`src/rtl/dmem_arbiter_pkg.sv`:
```
// dmem_arbiter_pkg: grant/state encodings and bus constants shared by the data-memory arbiter
package dmem_arbiter_pkg;
  localparam logic [1:0] GNT_NONE = 2'b00;
  localparam logic [1:0] GNT_CORE = 2'b01;
  localparam logic [1:0] GNT_UART = 2'b10;
  localparam logic [2:0] FUNCT3_WORD = 3'b010;
  typedef enum logic [1:0] {
    IDLE     = GNT_NONE,
    CORE_BUS = GNT_CORE,
    UART_BUS = GNT_UART
  } state_t;
endpackage

```
`src/rtl/dmem_arbiter_rr_arb2.sv`:
```
// rr_arb2: two-way round-robin pick; ports req_core/req_uart/last_uart in, one-hot gnt {uart,core} out
module rr_arb2 (
  input  logic       req_core,
  input  logic       req_uart,
  input  logic       last_uart,
  output logic [1:0] gnt
);
  logic uart_win;
  assign uart_win = req_uart & (~req_core | ~last_uart);
  assign gnt = {uart_win, req_core & ~uart_win};
endmodule

```
`src/rtl/dmem_arbiter.sv`:
```
// dmem_arbiter: shares data memory between core (i_core_*) and UART bridge (i_uart_*) onto o_mem_*/i_mem_*, with grant, stall and watchdog (o_timeout_err)
module dmem_arbiter
  import dmem_arbiter_pkg::*;
#(
  parameter int DATA_WIDTH     = 32,
  parameter int ADDR_WIDTH     = 16,
  parameter int TIMEOUT_CYCLES = 255
) (
  input  logic                  clk,
  input  logic                  rst,
  input  logic                  i_core_req,
  input  logic                  i_core_we,
  input  logic [ADDR_WIDTH-1:0] i_core_adr,
  input  logic [DATA_WIDTH-1:0] i_core_dat,
  input  logic [2:0]            i_core_funct3,
  output logic [DATA_WIDTH-1:0] o_core_dat,
  output logic                  o_core_ack,
  output logic                  o_core_stall,
  input  logic                  i_uart_cyc,
  input  logic                  i_uart_stb,
  input  logic                  i_uart_we,
  input  logic [ADDR_WIDTH-1:0] i_uart_adr,
  input  logic [DATA_WIDTH-1:0] i_uart_dat,
  output logic [DATA_WIDTH-1:0] o_uart_dat,
  output logic                  o_uart_ack,
  output logic                  o_mem_cyc,
  output logic                  o_mem_stb,
  output logic                  o_mem_we,
  output logic [ADDR_WIDTH-1:0] o_mem_adr,
  output logic [DATA_WIDTH-1:0] o_mem_dat,
  output logic [2:0]            o_mem_funct3,
  input  logic [DATA_WIDTH-1:0] i_mem_dat,
  input  logic                  i_mem_ack,
  output logic [1:0]            o_grant,
  output logic                  o_timeout_err
);
  state_t state, state_nx;
  logic cyc, cyc_nx, we, we_nx, last_uart, last_uart_nx, err, err_nx;
  logic [ADDR_WIDTH-1:0] adr, adr_nx;
  logic [DATA_WIDTH-1:0] dat, dat_nx;
  logic [2:0] f3, f3_nx;
  logic [15:0] cnt, cnt_nx;
  logic [1:0] gnt;
  logic timeout, ack, done;
  rr_arb2 u_rr (
    .req_core (i_core_req),
    .req_uart (i_uart_cyc & i_uart_stb),
    .last_uart(last_uart),
    .gnt      (gnt)
  );
  // watchdog fires as a synthetic ack carrying zero data
  assign timeout = (state != IDLE) && (cnt == 16'(TIMEOUT_CYCLES));
  assign ack = i_mem_ack | timeout;
  // a UART master dropping cyc abandons its access without an ack
  assign done = ack | (state == UART_BUS && !i_uart_cyc);
  assign o_core_ack = (state == CORE_BUS) & ack;
  assign o_uart_ack = (state == UART_BUS) & ack;
  assign o_core_dat = (state == CORE_BUS && !timeout) ? i_mem_dat : '0;
  assign o_uart_dat = (state == UART_BUS && !timeout) ? i_mem_dat : '0;
  assign o_core_stall = i_core_req & ~o_core_ack;
  assign o_mem_cyc = cyc;
  assign o_mem_stb = cyc;
  assign o_mem_we = we;
  assign o_mem_adr = adr;
  assign o_mem_dat = dat;
  assign o_mem_funct3 = f3;
  assign o_grant = state;
  assign o_timeout_err = err;
  always_ff @(posedge clk) begin
    if (rst) begin
      state <= IDLE;
      cyc <= 1'b0;
      we <= 1'b0;
      adr <= '0;
      dat <= '0;
      f3 <= '0;
      cnt <= '0;
      err <= 1'b0;
      last_uart <= 1'b0;
    end else begin
      state <= state_nx;
      cyc <= cyc_nx;
      we <= we_nx;
      adr <= adr_nx;
      dat <= dat_nx;
      f3 <= f3_nx;
      cnt <= cnt_nx;
      err <= err_nx;
      last_uart <= last_uart_nx;
    end
  end
  always_comb begin
    state_nx = state;
    cyc_nx = cyc;
    we_nx = we;
    adr_nx = adr;
    dat_nx = dat;
    f3_nx = f3;
    cnt_nx = cnt + 16'd1;
    err_nx = err | timeout;
    last_uart_nx = last_uart;
    if (state == IDLE) begin
      cnt_nx = '0;
      if (|gnt) begin
        state_nx = gnt[1] ? UART_BUS : CORE_BUS;
        cyc_nx = 1'b1;
        we_nx = gnt[1] ? i_uart_we : i_core_we;
        adr_nx = gnt[1] ? i_uart_adr : i_core_adr;
        dat_nx = gnt[1] ? i_uart_dat : i_core_dat;
        f3_nx = gnt[1] ? FUNCT3_WORD : i_core_funct3;
      end
    end else if (done) begin
      state_nx = IDLE;
      cyc_nx = 1'b0;
      we_nx = 1'b0;
      adr_nx = '0;
      dat_nx = '0;
      f3_nx = '0;
      cnt_nx = '0;
      last_uart_nx = (state == UART_BUS);
    end
  end
  core_req_held: assert property (@(posedge clk) disable iff (rst)
    (state == CORE_BUS && !o_core_ack) |-> i_core_req);
endmodule
```
`config.mk`:
```
export PLATFORM = sky130hd
export DESIGN_NAME = dmem_arbiter
export DESIGN_NICKNAME = d
export VERILOG_FILES = /design/src/rtl/dmem_arbiter_pkg.sv /design/src/rtl/dmem_arbiter_rr_arb2.sv /design/src/rtl/dmem_arbiter.sv
export SDC_FILE = /design/constraint.sdc
export NUM_CORES = 1
export LEC_CHECK = 0
export ABC_AREA = 1
export CORE_ASPECT_RATIO = 1.2
export CORE_MARGIN = 2
export CORE_UTILIZATION = 40
export CTS_BUF_LIST = sky130_fd_sc_hd__clkbuf_16
export CTS_CLUSTER_SIZE = 10
export DETAILED_ROUTE_END_ITERATION = 10
export PLACE_DENSITY = 0.89
export SLEW_MARGIN = 20
export SYNTH_ARGS = -nofsm -noshare
export SYNTH_HDL_FRONTEND = slang
export SYNTH_SLANG_ARGS = --single-unit
```
`constraint.sdc`:
```
create_clock -name clk -period 3.93 [get_ports clk]
set_input_delay 0.786 -clock clk [delete_from_list [all_inputs] [get_ports clk]]
set_output_delay 0.786 -clock clk [all_outputs]
set_load 0.01 [all_outputs]
```
## After elaboration in Yosys (flattened, before gate mapping)

Cells that the tools add are included.

- Add/subtract/negate cells: 1
- Eq/ne operators: 4
- Mux-type cells: 24
- Bitwise gates (word level): 15
- Reductions and logical operators: 13

Operators with widths:

| kind | number |
|---|---|
| 32-bit 2-to-1 mux | 6 |
| 16-bit 2-to-1 mux | 4 |
| 16-bit by 1-bit adder with 16-bit output, second input constant | 1 |
| 16-bit by 8-bit equality test with 1-bit output, second input constant | 1 |
| 3-bit 2-to-1 mux | 4 |
| 2-bit 2-to-1 mux | 4 |
| 1-bit AND | 6 |
| 1-bit 2-to-1 mux | 6 |
| 1-bit NOT | 5 |
| 1-bit logical AND | 4 |
| 1-bit OR | 4 |
| 2-bit AND reduction | 2 |
| 2-bit nonzero test | 2 |
| 3-bit OR reduction | 1 |
| 2-bit by 1-bit equality test with 1-bit output, second input constant | 1 |
| 2-bit equality test, second input constant | 1 |
| 1-bit zero test | 2 |
| 2-bit zero test | 1 |
| 2-bit by 1-bit inequality test with 1-bit output, second input constant | 1 |
| 2-bit OR reduction | 1 |

- Bits in registers: 73
- Input bits: 139
- Output and inout port bits: 124
- Logic and storage cells: 66

## Depth between registers and ports, before layout

- Depth after elaboration: 8
- Depth in mapped cells: 12
- Gate-level depth less buffers: 11

## By module

From an unflattened synthesis, not the netlist that was laid out.

- Cell total of the unflattened synthesis: 755
- Area, all modules: 4,490.6 µm²

By module, submodules not included:

| module | times used | cells each | area each (µm²) | sequential area each (µm²) |
|---|---|---|---|---|
| dmem_arbiter | 1 | 750 | 4,455.5 | 1,461.4 |
| rr_arb2 | 1 | 5 | 35.0 | 0.0 |

## Least setup slack after synthesis

No wires, ideal clock.

- Path type: register to output
- Start: register cnt[0]
- End: output port o_core_stall
- Data arrival time: 1.532 ns
- Required time: 3.144 ns
- Slack: 1.612 ns
- Cell stages (with the launch flop): 9
- Buffers on the path: 0
- Cells stage by stage: dfxtp_1 > ha_1 > nand3_2 > nor3_2 > nand2_2 > nand2_1 > inv_1 > nor3_1 > nor2_1

- Cells in the longest elaborated chain, start to end: 6

RTL lines:

| item | RTL line | RTL |
|---|---|---|
| start: declaration | dmem_arbiter.sv:42 | `logic [15:0] cnt, cnt_nx;` |
| start signal: assignment | dmem_arbiter.sv:87 | `cnt <= cnt_nx;` |
| 16-bit by 8-bit equality test with 1-bit output | dmem_arbiter.sv:52 | `assign timeout = (state != IDLE) && (cnt == 16'(TIMEOUT_CYCLES));` |
| 1-bit logical AND | dmem_arbiter.sv:52 |  |
| 1-bit OR | dmem_arbiter.sv:53 | `assign ack = i_mem_ack \| timeout;` |
| 1-bit AND | dmem_arbiter.sv:56 | `assign o_core_ack = (state == CORE_BUS) & ack;` |
| named net o_core_ack | dmem_arbiter.sv:17 | `output logic o_core_ack,` |
| 1-bit NOT | dmem_arbiter.sv:60 | `assign o_core_stall = i_core_req & ~o_core_ack;` |
| 1-bit AND | dmem_arbiter.sv:60 |  |
| end: declaration | dmem_arbiter.sv:18 | `output logic o_core_stall,` |

The timed path passes the listed nets, and every way through them passes these cells.

## Final worst setup path

- Start: register cnt[0]
- End: output port o_uart_dat[19]

- Cells in the longest elaborated chain, start to end: 5

RTL lines:

| item | RTL line | RTL |
|---|---|---|
| 16-bit by 8-bit equality test with 1-bit output | dmem_arbiter.sv:52 |  |
| 1-bit logical AND | dmem_arbiter.sv:52 |  |
| 1-bit zero test | dmem_arbiter.sv:59 | `assign o_uart_dat = (state == UART_BUS && !timeout) ? i_mem_dat : '0;` |
| 1-bit logical AND | dmem_arbiter.sv:59 |  |
| 32-bit 2-to-1 mux | dmem_arbiter.sv:59 |  |
| end: declaration | dmem_arbiter.sv:24 | `output logic [DATA_WIDTH-1:0] o_uart_dat,` |

No other way between the ends.

==> out/results.ini <==
[critical_path]
cpMaxStageDelayCell = clkdlybuf4s50_1
path_cells = ha_1, nand3_2, nor3_2, nand2_2, nand2_1, buf_4, nor2_1, clkdlybuf4s50_1
slowest_delay_ns = 0.53
end_kind = primary output
cp.required_ns = 3.14
path_class = register to primary output
crit_fanout = 28
worst_setup_path_start_kind = register
arrival_ns = 2.59

[grt]
first_global_vias = 4759
grt_pass1_wl_um = 24300
overflow = 0
track_usage_pct = 27.2
antenna_found_initial = 0
grt_max_degree = 66

[run]
maxCapViolations = 0

[pwr]
clockPowerShare_pct = 32.2
p_sw_share_pct = 29.5
pwr-share-comb_pct = 35.0
leakage_nw = 3.02
power.internal_w = 0.00185
power.share.sequential_pct = 32.8
power.switching_w = 0.000773
ir_drop_mv = 0.203
p_per_area_nw_per_um2 = 365
fin_total_pwr_w = 0.00262

[floorplanning]
rows = 41
fp.dieArea_sq_um = 11300
die_w_um = 97.6
core_region_area_sq_um = 10400
io_pins = 263
die_y_um = 116
start_util_pct = 40.6

[clocking]
hold_buffers = 0
insertion_delay_ns = 0.33
htreeDepth = 3
clkSinkCount = 73
clk_pin_slew_ns = 0.05
cts_setup_buffers = 0
cts_root_buffer = clkbuf_16
clockBufferDepth = 2
cts_tree = yes
cts_inserted_buffers = 9
cts_resized = 0

[synthesis]
syn_inst = 592
synth_top_area_cell = dfxtp_1
yosysUniqueCellTypes = 32
async_reset_ff_share_pct = 0
synth_top_area_share_pct = 34.8
synthTopCellsByCount = nor2_1 (145), nand2_1 (80), dfxtp_1 (73)
ys.flop_type = dfxtp_1
synth_area_leaders = dfxtp_1 (35%), nor2_1 (13%), a22o_1 (9.2%)
synth_enable_flop_cells = 0
syn-cell-area_sq_um = 4200
ys_warn_count = 0
yosys_register_bits = 73
syn_area_per_cell_sq_um = 7.10
synth_nets = 732
synth.most_common_cell = nor2_1
ys_seq_area_share_pct = 34.8

[timing]
drv_slew = 0
timing.final.ws_setup_ns = 0.557
rsz0062_at_grt = no
fin_crit_ns = 3.37
slew_headroom_pct = 49.3
totalNegativeSetupSlack_ns = 0
max_freq_ghz = 0.296
tightest_slew_ns = 0.761
fin_crit_sh_pct = 85.8
skew_ns = 0.00475
hold_viol_final = 0
setup_viol = 0

[routing]
final_antenna_net_count = 0
avgViaCountPerCell = 5.21
dr.pass1.iters = 5
wirelength_um = 16300
num_vias = 5035
route.detailed.drc = 0
drt_iter0_drc = 210
wire_per_inst_um = 16.8

[finish]
fillers = 811
drive_gt1_share_pct = 7.89
fin_area_sq_um = 7180
multiInputGateArea_sq_um = 2330
fin_cells = 966
area_delta_synth_final_pct = 70.8
antenna_cells = 0
seqCellArea_sq_um = 1460
nets = 972

[place]
post-place-ws_ns = 0.880
globalplace.congestion = 0.958
place_area_sq_um = 6870
hpwlAfterDp_um = 12500
dp_cells = 950
io_buffers = 262

[run_status]
outcome = finished clean

[min_path]
holdCritPathClass = register to register

final cells by class:
class | count | area share (%)
flip-flops and latches | 73 | 20.4
repair buffers | 272 | 37.8
clock buffers | 9 | 3.14
clock inverters | 7 | 1.12
multi-input cells | 420 | 32.5
well taps | 129 | 2.25
inverters | 56 | 2.93
worst max-delay path: cells and delay by family (launching register included):
family | cells | cell delay, ns
fa+ha+maj | 1 | 0.22
buf+inv | 2 | 0.90
flops | 1 | 0.35
simple gates | 5 | 0.78
routing by layer:
layer / wire, um / track usage [%] / up-vias
li1: - / - / 2404
met1: 6300 / 30.6 / 2303
met2: 8050 / 49.0 / 286
met3: 1400 / 7.18 / 42
met4: 511 / 11.7 / 0
met5: 0 / 0 / -
cells in the final DEF (no fill, tap or decap), types with 4 or more instances in the layout:
master / n
a21oi_1: 26
a21oi_2: 28
a22o_1: 44
a22oi_1: 5
buf_4: 9
clkbuf_16: 9
clkdlybuf4s50_1: 262
dfxtp_1: 73
inv_1: 56
inv_2: 4
nand2_1: 80
nand3_1: 9
nand3b_1: 47
nand4_1: 5
nor2_1: 143
nor3_1: 6
xor2_1: 4
power by group through the flow:
| stage | Clock [W] | Combinational [W] | Sequential [W] |
|---|---|---|---|
| 2_1_floorplan | 0 | 0.000424 | 0.000907 |
| 3_3_place_gp | 0 | 0.000892 | 0.000870 |
| 3_5_place_dp | 0 | 0.000914 | 0.000874 |
| 4_1_cts | 0.000855 | 0.000919 | 0.000861 |
| 5_1_grt | 0.000881 | 0.000987 | 0.000869 |
| 6_report | 0.000843 | 0.000918 | 0.000861 |
sequential cells by signal, summed over array words and instances, names as in the netlist:
register       flops
cnt               16
last_uart          1
o_grant            2
o_mem_adr         16
o_mem_cyc          1
o_mem_dat         32
o_mem_funct3       3
o_mem_we           1
o_timeout_err      1
final timing paths:
path / from / end / slack (ns) / cells after the start
worst min-delay path: o_timeout_err$_SDFF_PP0_ / o_timeout_err$_SDFF_PP0_ / 0.46 / 2
worst max-delay path: cnt[0]$_SDFF_PP0_ / o_uart_dat[19] / 0.56 / 8
worst min register to register: o_timeout_err$_SDFF_PP0_ / o_timeout_err$_SDFF_PP0_ / 0.46 / 2
worst max register to register: cnt[0]$_SDFF_PP0_ / o_mem_adr[3]$_SDFFE_PP0P_ / 1.56 / 10
stage by stage:
stage	utilization, %	hold slack, ns
2_1_floorplan	-	0.417
3_3_place_gp	66.3	0.428
3_5_place_dp	66.3	0.454
4_1_cts	69.3	0.462
5_1_grt	69.3	0.476
6_report	69.3	0.461
kinds of logic (layout without fill, tap and decap cells):
logic type	Yosys count	after routing	synth area share [%]
AOI/OAI and AO/OA	110	110	20.1
DFF	73	73	34.8
adders and majority gates	1	1	0.298
and+or+nand+nor	303	303	33.2
buffers and inverters	99	344	10.4
xor gates and xnor gates	6	6	1.25
Note: power is estimated with default switching activity, not from simulation.
